[src/rtl/bit_scan_counter.sv]
// bit_scan_counter
//
// Sequential bit scanner. It processes one operand bit per clock and stops
// early once no bits of interest remain. Four modes:
//   2'b00 ones count      2'b01 zeros count
//   2'b10 trailing zeros  2'b11 leading zeros
// Handshake: start is a level request. It is sampled only in IDLE and DONE.
// done stays high until start is seen low, so a slow requester cannot miss it.
//
// Ports:
//   clk     system clock, rising-edge active
//   reset   asynchronous, active-high reset
//   start   level-sensitive request
//   mode    scan mode, latched on the loading edge
//   in      WIDTH-bit operand, sampled on the loading edge only
//   busy    high while the scan is running
//   done    high while the result is presented
//   result  RW-bit count, valid while done is high
module bit_scan_counter #(
  parameter int unsigned WIDTH = 8,
  localparam int unsigned RW = $clog2(WIDTH + 1)
) (
  input  logic             clk,
  input  logic             reset,
  input  logic             start,
  input  logic [1:0]       mode,
  input  logic [WIDTH-1:0] in,
  output logic             busy,
  output logic             done,
  output logic [RW-1:0]    result
);

  typedef enum logic [1:0] {
    StIdle = 2'b00,
    StRun  = 2'b01,
    StDone = 2'b10
  } state_e;

  typedef enum logic [1:0] {
    ModeOnes  = 2'b00,
    ModeZeros = 2'b01,
    ModeTrail = 2'b10,
    ModeLead  = 2'b11
  } mode_e;

  // Position scans stop at the first one or after WIDTH steps.
  localparam logic [RW-1:0] StepsMax = RW'(WIDTH);

  state_e           state_q, state_d;
  logic [WIDTH-1:0] a_q, a_d;
  logic [1:0]       mode_q, mode_d;
  logic [RW-1:0]    steps_q, steps_d;
  logic [RW-1:0]    result_q, result_d;

  logic [WIDTH-1:0] in_rev;
  logic [WIDTH-1:0] load_value;
  logic             pos_scan;
  logic             terminate;
  logic [RW-1:0]    increment;

  // Leading zeros are counted as trailing zeros of the mirrored operand.
  always_comb begin
    in_rev = '0;
    for (int i = 0; i < int'(WIDTH); i++) begin
      in_rev[i] = in[int'(WIDTH) - 1 - i];
    end
  end

  // Every mode is reduced to a question about A[0] while A shifts right.
  // Zeros are counted as ones of the complement.
  always_comb begin
    load_value = in;
    unique case (mode)
      ModeOnes:  load_value = in;
      ModeZeros: load_value = ~in;
      ModeTrail: load_value = in;
      ModeLead:  load_value = in_rev;
      default:   load_value = in;
    endcase
  end

  // mode_q[1] selects the position scans (trailing/leading zeros).
  assign pos_scan = mode_q[1];

  always_comb begin
    if (pos_scan) begin
      terminate = a_q[0] || (steps_q == StepsMax);
    end else begin
      terminate = (a_q == '0);
    end
  end

  always_comb begin
    increment    = '0;
    increment[0] = pos_scan ? 1'b1 : a_q[0];
  end

  // Next-state and datapath updates
  always_comb begin
    state_d  = state_q;
    a_d      = a_q;
    mode_d   = mode_q;
    steps_d  = steps_q;
    result_d = result_q;

    unique case (state_q)
      StIdle: begin
        if (start) begin
          state_d  = StRun;
          mode_d   = mode;
          a_d      = load_value;
          steps_d  = '0;
          result_d = '0;
        end
      end

      StRun: begin
        // The scan finishes even if start drops; the requester only sees done.
        if (terminate) begin
          state_d = StDone;
        end else begin
          result_d = result_q + increment;
          a_d      = a_q >> 1;
          steps_d  = steps_q + 1'b1;
        end
      end

      StDone: begin
        if (!start) begin
          state_d = StIdle;
        end
      end

      default: begin
        state_d = StIdle;
      end
    endcase
  end

  always_ff @(posedge clk or posedge reset) begin
    if (reset) begin
      state_q  <= StIdle;
      a_q      <= '0;
      mode_q   <= '0;
      steps_q  <= '0;
      result_q <= '0;
    end else begin
      state_q  <= state_d;
      a_q      <= a_d;
      mode_q   <= mode_d;
      steps_q  <= steps_d;
      result_q <= result_d;
    end
  end

  // Moore outputs, decoded from state only
  assign busy   = (state_q == StRun);
  assign done   = (state_q == StDone);
  assign result = result_q;

`ifndef SYNTHESIS
  busy_done_exclusive_a : assert property (@(posedge clk) disable iff (reset)
    !(busy && done));

  result_in_range_a : assert property (@(posedge clk) disable iff (reset)
    result <= StepsMax);

  result_stable_while_done_a : assert property (@(posedge clk) disable iff (reset)
    (done && start) |=> $stable(result));
`endif

endmodule

[config.mk]
export PLATFORM = sky130hd
export DESIGN_NAME = bit_scan_counter
export DESIGN_NICKNAME = d
export VERILOG_FILES = /design/src/rtl/bit_scan_counter.sv
export SDC_FILE = /design/constraint.sdc
export NUM_CORES = 1
export LEC_CHECK = 0
export CORE_MARGIN = 1
export CORE_UTILIZATION = 52
export DETAILED_ROUTE_END_ITERATION = 7
export PLACE_DENSITY = 0.78
export SYNTH_ARGS = -nofsm -noshare
export SYNTH_HDL_FRONTEND = slang
export SYNTH_SLANG_ARGS = --single-unit
[constraint.sdc]
create_clock -name clk -period 1.84 [get_ports clk]
set_input_delay 0.368 -clock clk [delete_from_list [all_inputs] [get_ports clk]]
set_output_delay 0.368 -clock clk [all_outputs]
set_load 0.01 [all_outputs]
; Word-level counts from Yosys, hierarchy flattened
; Cells that the tools add are included.
[op_classes]
n_addsub = 2
mul = 0
div_mod_pow = 0
n_lt_le_gt_ge = 0
n_eq_ne = 10
shift = 0
mux = 15
bitwise = 1
reduce_logical = 9
[op_table]
columns = cell, count
row1 = 8-bit case mux with 3 select lines, 1
row2 = 8-bit 2-to-1 mux, 2
row3 = 4-bit case mux with 2 select lines, 2
row4 = 8-bit case mux with 2 select lines, 1
row5 = 4-bit 2-to-1 mux, 3
row6 = 8-bit zero test, 1
row7 = 8-bit inverter, 1
row8 = 2-bit equality test (second input constant), 3
row9 = 2-bit 2-to-1 mux, 3
row10 = 2-bit != test (second input constant), 3
row11 = 2-bit case mux with 3 select lines, 1
row12 = 3-bit AND reduction, 2
row13 = 4-bit by 1-bit adder with 4-bit output, 1
row14 = 4-bit by 1-bit adder with 4-bit output (second input constant), 1
row15 = 2-bit by 1-bit equality test with 1-bit output (second input constant), 2
row16 = 4-bit equality test (second input constant), 1
row17 = 2-bit zero test, 2
row18 = 1-bit 2-to-1 mux, 2
row19 = 2-bit by 1-bit != test with 1-bit output (second input constant), 1
row20 = 2-bit AND reduction, 1
row21 = 2-bit nonzero test, 1
row22 = 2-bit OR reduction, 1
row23 = 1-bit logical OR, 1
[totals]
register_bits = 20
latch_bits = 0
mem_bits_rw = 0
romBits = 0
n_memories = 0

; Longest topological paths before layout
; Gate-level depths: netlist of the first run.
[depth]
depth_word = 5
ltp_mapped = 7
mapped_depth_nobuf = 6

; Worst setup path after synthesis of the first run
; Ideal clock, no wire load.
[synth_path]
path_type = reg2reg
start = register steps_q[0]
end = register a_q[1]
setup_ps = 125
arrival_time_ps = 1557
required_ps = 1715
path_slack_ps = 158
stages_incl_launch_ff = 8
n_path_buf = 1
period_less_slack_ps = 1682
cell_sequence = dfrtp_1 -> inv_1 -> ha_1 -> nand4b_1 -> nand3_2 -> o21ai_4 -> buf_6 -> mux2_4
[synth_via]
elab_chain_len = 5
[synth_rtl]
columns = item, line_no
row1 = start: declaration, 52  ; logic [RW-1:0] steps_q, steps_d;
row2 = start signal: assignment, 151  ; steps_q <= steps_d;
row3 = 4-bit equality test, 87  ; terminate = a_q[0] || (steps_q == StepsMax);
row4 = 1-bit logical OR, 87
row5 = 1-bit 2-to-1 mux, 86  ; if (pos_scan) begin
row6 = 2-bit != test (no source line), -
row7 = 3-bit AND reduction (no source line), -
row8 = end signal: assignment, 143  ; a_q <= '0;
row9 = end signal: assignment, 149  ; a_q <= a_d;
row10 = end: declaration, 50  ; logic [WIDTH-1:0] a_q, a_d;
; No other way between the ends.
; A chain may end at the register's enable or synchronous reset.

; Final worst setup path of the first run
[layout_path]
start = register steps_q[0]
end = register a_q[0]
; The elaborated chain is that of the path after synthesis.

==> metrics.cfg, run 1 <==
[run_status]
status=finished, final reports clean

[setup_path]
start_kind=flip-flop
critical_path.max_fanout=4
worst_setup_path_startpoint=steps_q[0]
startpoint_of_the_lowest_slack_register_to_register_path=steps_q[0]
path_class=reg2reg
critical_path.cell_chain=inv_1 -> ha_1 -> nand4b_1 -> nand3_2 -> o21ai_4 -> buf_4 -> mux2_2
timing.reg2reg.worst_path_depth=7
critical_path.max_stage_delay_ns=0.41
cp-end-kind=flip-flop
cp_data_arrival_time_ns=1.96
cp_data_required_time_ns=2.04
reg2reg_setup_slack_ns=0.08
rr_endpoint=a_q[0]
critical_path.slowest_cell=sky130_fd_sc_hd__dfrtp_1

[floorplanning]
die_height_um=49.9
die_width_um=49.9
dieArea_sq_mm=0.00249
placement_rows=16
core-area_sq_mm=0.00206
num_io_pins=19
floorplan.initialDensity_pct=57.9

[routing]
post_drt_via_cell_ratio=5.68
avgRoutedWirePerCell_um=14.5
detailedRoute.firstPassIterationCount=4
postRouteAntennaNets=0
detail_route.iter0.violations=21
dr_total_vias=1023
wirelength_um=2600
detail_route.drc_violations=0

[power]
internal_power_mw=1.38
power.share.sequential_pct=34.8
power_switching_share_pct=38.6
p_clk_share_pct=9.5
max-vdd-ir-drop_uv=1190
power.leakage_nw=0.690
power.combinational.fraction_pct=55.7
power_density_mw_per_mm2=1480
netSwitchingPower_mw=0.864

[timing]
worst_slew_margin_rel_pct=77.9
worst_slew_pin_slew_ns=0.330
rsz0062_at_grt=no
final_min_period_over_clock_period_pct=95.6
setup_viol=0
timing_max_transition_violations_final=0
post-route-min-period_ns=1.76
final-hold-violation-count=0
fmaxAchievable_ghz=0.569
finalClockSkew_ns=0.00192

[synth]
syn_area_sq_mm=0.00119
ys_seq_elements=19
unique_masters_post_synth=36
synth_cells=124
yosys_warnings=0
synth-edff-count=0
syn-num-nets=141
synth.yosys.seq_area_share_pct=39.8
commonest_register_cell_after_synthesis=sky130_fd_sc_hd__dfrtp_1
synth_async_sr_flop_share_pct=100
synth.avg_cell_area_sq_um=9.64

[place]
dpl_cell_area_sq_mm=0.00144
detailedPlacementHpwl_um=2010
buffer_ports.inserted=18
dpl.cell_count=173
gp_routability_congestion=0.797

[finish]
final_area_sq_mm=0.00151
layout.cells.non_filler=180
synthToLayoutAreaGrowth_pct=26.4
share_of_post_route_cells_with_drive_strength_above_1_pct=20.9
antenna_cells=0
design.final.nets=171

[clock_tree]
clock-root-buffer=sky130_fd_sc_hd__clkbuf_4
cts.sink_count=19
cts_tree=done
cts_made_buffers=3
cts.path.max_buffers=2
number_of_levels_in_the_clock_h_tree=1
clock_insertion_delay_worst_skew_ns=0.30
clock_pin_transition_on_the_worst_setup_and_hold_timing_paths_ns=0.11

[hold_path]
worst_hold_path_type=in2async

[global_route]
grt_pass1_wl_um=4310
grt_overflow=0
number_of_antenna_violations_at_the_first_check_in_global_routing=0
grt_pass1_vias=980
global_route.usage.total_pct=22.9
grt_max_degree=20

[run]
max-cap-violations=0

logic make-up after synthesis:
kind of cell	synth area share (%)
fa+ha+maj	4.19
compound gates	17.0
mux	11.3
flops	39.8
simple gates	21.9
buf+inv	5.86
worst max-delay path by stage:
| stage | endpoint | cells after the start |
|---|---|---|
| 6_report | a_q[0] | 7 |
| 5_1_grt | a_q[0] | 7 |
| 4_1_cts | done | 3 |
| 3_5_place_dp | result[1] | 5 |
| 3_3_place_gp | a_q[4] | 4 |
| 2_1_floorplan | a_q[1] | 7 |
layer usage:
layer	GRT usage (%)	up-vias	share of wire [%]	routed length [um]
li1	-	500	-	-
met1	31.0	491	46	1210
met2	36.0	25	49	1270
met3	3.70	7	3.3	85
met4	10.0	0	1.5	40
met5	0	-	0	0
cell usage after synthesis (2+ instances only):
cell type                   count  area, sq um
sky130_fd_sc_hd__buf_2          2         10.0
sky130_fd_sc_hd__nor3b_1        3         22.5
sky130_fd_sc_hd__a211oi_1       4         30.0
sky130_fd_sc_hd__dfrtp_1       19          475
sky130_fd_sc_hd__nand2_1       12         45.0
sky130_fd_sc_hd__a21boi_0       2         15.0
sky130_fd_sc_hd__clkbuf_1       2         7.51
sky130_fd_sc_hd__mux2i_1        3         30.0
sky130_fd_sc_hd__nor2b_1        2         12.5
sky130_fd_sc_hd__nor2_1        11         41.3
sky130_fd_sc_hd__a2bb2oi_1      4         35.0
sky130_fd_sc_hd__ha_1           4         50.1
sky130_fd_sc_hd__nand2b_1       5         31.3
sky130_fd_sc_hd__and3_1         2         12.5
sky130_fd_sc_hd__buf_6          2         22.5
sky130_fd_sc_hd__o21a_1         2         15.0
sky130_fd_sc_hd__o21ai_0        5         25.0
sky130_fd_sc_hd__nand3_1        4         20.0
sky130_fd_sc_hd__mux2_2         8         90.1
sky130_fd_sc_hd__o31ai_1        4         30.0
sky130_fd_sc_hd__inv_1          7         26.3
sky130_fd_sc_hd__nor3_1         3         15.0
per-stage QoR:
stage               total power [mW]  TNS, ns  util, %  setup slack (ns)  hold WS, ns
floorplan                       1.55        0        -             0.158        0.319
global placement                1.86    -1.95     70.0            -0.152        0.516
detailed placement              1.94    -2.32     70.0            -0.202        0.532
CTS                             2.15        0     71.8           0.00929        0.385
global route                    2.40        0     73.2           0.00948        0.421
finish                          2.24        0     73.2            0.0811        0.376
power by group through the flow:
stage          logic (mW)  registers [mW]  clock network [mW]
2_1_floorplan       0.801           0.751                   0
3_3_place_gp         1.10           0.769                   0
3_5_place_dp         1.15           0.791                   0
4_1_cts              1.16           0.778               0.217
5_1_grt              1.37           0.799               0.229
6_report             1.25           0.780               0.213
registers in the layout (all words and copies together), names as in the netlist:
register,flops
steps_q,4
a_q,8
state_q,2
result,4
mode_q,1
area by class of cell:
| cell class | instances | area [sq um] |
|---|---|---|
| clock inverter | 1 | 5.00 |
| tap | 27 | 33.8 |
| sequential | 19 | 475 |
| fill | 145 | 552 |
| clock buffer | 3 | 22.5 |
| timing repair buffer | 31 | 292 |
| multi-input combinational | 91 | 649 |
| inverter | 8 | 32.5 |
worst max-delay path, delay by kind of cell (launching register included):
family	cells	cell delay, ns
adder cells (fa/ha/maj)	1	0.20
multiplexers	1	0.33
AO/OA/AOI/OAI	1	0.22
buffers and inverters	2	0.23
AND/OR/NAND/NOR	2	0.27
flip-flops	1	0.41
what timing repair did:
item                                    4_1_cts  5_1_grt
pin swaps                                     0        1
endpoints found under the setup margin        1        6
gates cloned                                  0        0
resized for setup                             2        1
hold buffers                                  0        0
buffers inserted                              1        2
placed cells by master (no fill, tap or decap), types with 2 or more instances in the layout:
cell type	instances
sky130_fd_sc_hd__mux2i_1	3
sky130_fd_sc_hd__mux2_2	8
sky130_fd_sc_hd__clkdlybuf4s50_1	16
sky130_fd_sc_hd__ha_1	4
sky130_fd_sc_hd__buf_4	12
sky130_fd_sc_hd__a21boi_0	2
sky130_fd_sc_hd__a211oi_1	4
sky130_fd_sc_hd__o31ai_1	4
sky130_fd_sc_hd__and3_1	2
sky130_fd_sc_hd__o21a_1	2
sky130_fd_sc_hd__o21ai_0	5
sky130_fd_sc_hd__nand3_1	4
sky130_fd_sc_hd__nor3_1	3
sky130_fd_sc_hd__nor2b_1	2
sky130_fd_sc_hd__inv_1	7
sky130_fd_sc_hd__nor2_1	11
sky130_fd_sc_hd__nand2b_1	5
sky130_fd_sc_hd__dfrtp_1	19
sky130_fd_sc_hd__nor3b_1	3
sky130_fd_sc_hd__a2bb2oi_1	4
sky130_fd_sc_hd__nand2_1	12
sky130_fd_sc_hd__clkbuf_4	3
No activity file was read; power rests on OpenSTA's default activity.
==> run 2, diff against run 1 <==
Settings changed: CORE_UTILIZATION 52 to 55, CTS_BUF_LIST from default to sky130_fd_sc_hd__clkbuf_8, PLACE_DENSITY 0.78 to 0.82.
==> metrics.cfg, run 2 (same netlist as run 1, synthesis figures left out) <==
[finish]
fin_util_pct=75.3  ; +2.1 points
synthToLayoutAreaGrowth_pct=26.2
final_area_sq_mm=0.00151  ; -0.17%
antenna_cells=0  ; unchanged
largestRegisters=a_q (8), result (4), steps_q (4)
share_of_post_route_cells_with_drive_strength_above_1_pct=19.2  ; -1.7 points
final_cell_mix=sky130_fd_sc_hd__dfrtp_1 (19), sky130_fd_sc_hd__clkdlybuf4s50_1 (17), sky130_fd_sc_hd__nand2_1 (12)
leading_cell_type_in_the_layout_fill_and_taps_excluded=sky130_fd_sc_hd__dfrtp_1
num-fill-cells=145  ; unchanged
largest_register_by_flop_count=a_q
layout.cells.non_filler=178  ; -1.1%
largest_register_ff_count=8  ; unchanged
design.final.nets=169  ; -1.2%

[setup_path]
critical_path.max_fanout=10  ; +6
critical_path.slowest_cell=sky130_fd_sc_hd__or3b_2
path_class=in2reg
start_kind=input port
cp_data_required_time_ns=1.98  ; -0.06 ns
critical-path-top-delay-family=buffers and inverters
cp-end-kind=flip-flop
worstPathBufferInverterCount=2  ; unchanged
cp_data_arrival_time_ns=1.92  ; -0.04 ns
critical_path.max_stage_delay_ns=0.50  ; +0.09 ns
critical_path.cell_chain=clkdlybuf4s50_1 -> or3b_2 -> o21ai_4 -> buf_12 -> mux2_2

[power]
max-vdd-ir-drop_uv=1160  ; -2.4%
power_density_mw_per_mm2=1500  ; +1.4%
power.leakage_nw=0.671  ; -2.7%
p_total_mw=2.27  ; +1.3%

[place]
pre_cts_slack_ns=-0.187  ; +0.0152 ns
dpl_cell_area_sq_mm=0.00144  ; unchanged
detailedPlacementHpwl_um=1930  ; -4.1%
gp_routability_congestion=0.782  ; -1.9%
buffer_ports.inserted=18  ; unchanged
dpl.cell_count=173  ; unchanged

[floorplanning]
dieArea_sq_mm=0.00236  ; -5.2%
placement_rows=16  ; unchanged
floorplan.initialDensity_pct=59.7  ; +1.7 points
die_height_um=48.6  ; -2.7%
die_width_um=48.6  ; -2.7%
core-area_sq_mm=0.00200  ; -2.9%
num_io_pins=19  ; unchanged

[timing]
worst_slew_pin_slew_ns=0.353  ; +0.0225 ns
final_setup_tns_ns=0  ; unchanged
timing_max_transition_violations_final=0  ; unchanged
rsz0062_at_grt=no
post-route-min-period_ns=1.78  ; +0.0242 ns
final.setup.worst_slack_ns=0.0569  ; -0.0242 ns
worst_slew_margin_rel_pct=76.4  ; -1.5 points
final-hold-violation-count=0  ; unchanged
finalClockSkew_ns=0.00617  ; +0.00426 ns
worst_hold_slack_ns=0.434  ; +0.0582 ns
fmaxAchievable_ghz=0.561  ; -1.4%
setup_viol=0  ; unchanged
final_min_period_over_clock_period_pct=96.9  ; +1.3 points

[routing]
detail_route.iter0.violations=21  ; unchanged
post_drt_via_cell_ratio=5.62  ; -1.1%
postRouteAntennaNets=0  ; unchanged
detailedRoute.firstPassIterationCount=4  ; unchanged
dr_total_vias=1001  ; -2.2%
detail_route.drc_violations=0  ; unchanged
wirelength_um=2470  ; -5.2%
avgRoutedWirePerCell_um=13.8  ; -4.2%

[clock_tree]
cts.path.max_buffers=2  ; unchanged
cts.sink_count=19  ; unchanged
cts_tree=done
clock_pin_transition_on_the_worst_setup_and_hold_timing_paths_ns=0.07  ; -0.04 ns
clock-root-buffer=sky130_fd_sc_hd__clkbuf_8
number_of_levels_in_the_clock_h_tree=1  ; unchanged
cts_hold_buffers=0  ; unchanged
clock_insertion_delay_worst_skew_ns=0.26  ; -0.04 ns
cts_made_buffers=3  ; unchanged

[global_route]
number_of_antenna_violations_at_the_first_check_in_global_routing=0  ; unchanged
grt_max_degree=20  ; unchanged
grt_pass1_wl_um=4530  ; +5.1%
grt_overflow=0  ; unchanged
grt.met1_usage_pct=33.4  ; +2.4 points
global_route.usage.total_pct=24.9  ; +1.9 points
busiest_layer=met2
grt.met2_usage_pct=40.7  ; +4.7 points
grt_pass1_vias=986  ; +0.61%
grt_use_met3_pct=4.72  ; +1.0 points

[run]
max-cap-violations=0  ; unchanged

[run_status]
status=finished, final reports clean

[hold_path]
worst_hold_path_type=in2async

run 2: area by class of cell:
class,instances,area (sq um),area share (%)
Multi-Input combinational cell,91,649,43.1
Sequential cell,19,475,31.5
Timing Repair Buffer,29,274,18.2
Clock buffer,3,41.3,2.74
Tap cell,27,33.8,2.24
Inverter,8,30.0,1.99
Clock inverter,1,3.75,0.249
run 2: worst paths after layout:
path	start	end	slack (ns)	cells after the start
worst max-delay path	start	a_q[6]	0.06	5
worst min-delay path	reset	a_q[7]	0.43	3
worst max register to register	steps_q[0]	a_q[6]	0.12	7
worst min register to register	state_q[1]	state_q[1]	0.54	1
max in group asynchronous	reset	steps_q[3]	1.20	3
min in group clk	state_q[1]	state_q[1]	0.54	1
run 2: power breakdown:
part | leakage [nW] | internal, mW | switching (mW)
Sequential | 0.240 | 0.609 | 0.169
Combinational | 0.405 | 0.664 | 0.547
Clock | 0.0269 | 0.148 | 0.131
run 2: timing repair:
action	in CTS	in global routing
hold endpoints to repair	0	0
buffers inserted	0	1
pin swaps	0	1
endpoints found under the setup margin	1	9
resized for setup	1	0
run 2: layer usage:
layer  routed length, um  share of wire (%)
met1                1140                 46
met2                1220                 49
met3                  85                3.4
met4                  27                1.1
met5                   0                  0
run 2: tightest hold or removal path: stages:
cell                              delay, ns
sky130_fd_sc_hd__clkdlybuf4s50_1       0.40
sky130_fd_sc_hd__inv_1                 0.05
sky130_fd_sc_hd__buf_4                 0.25
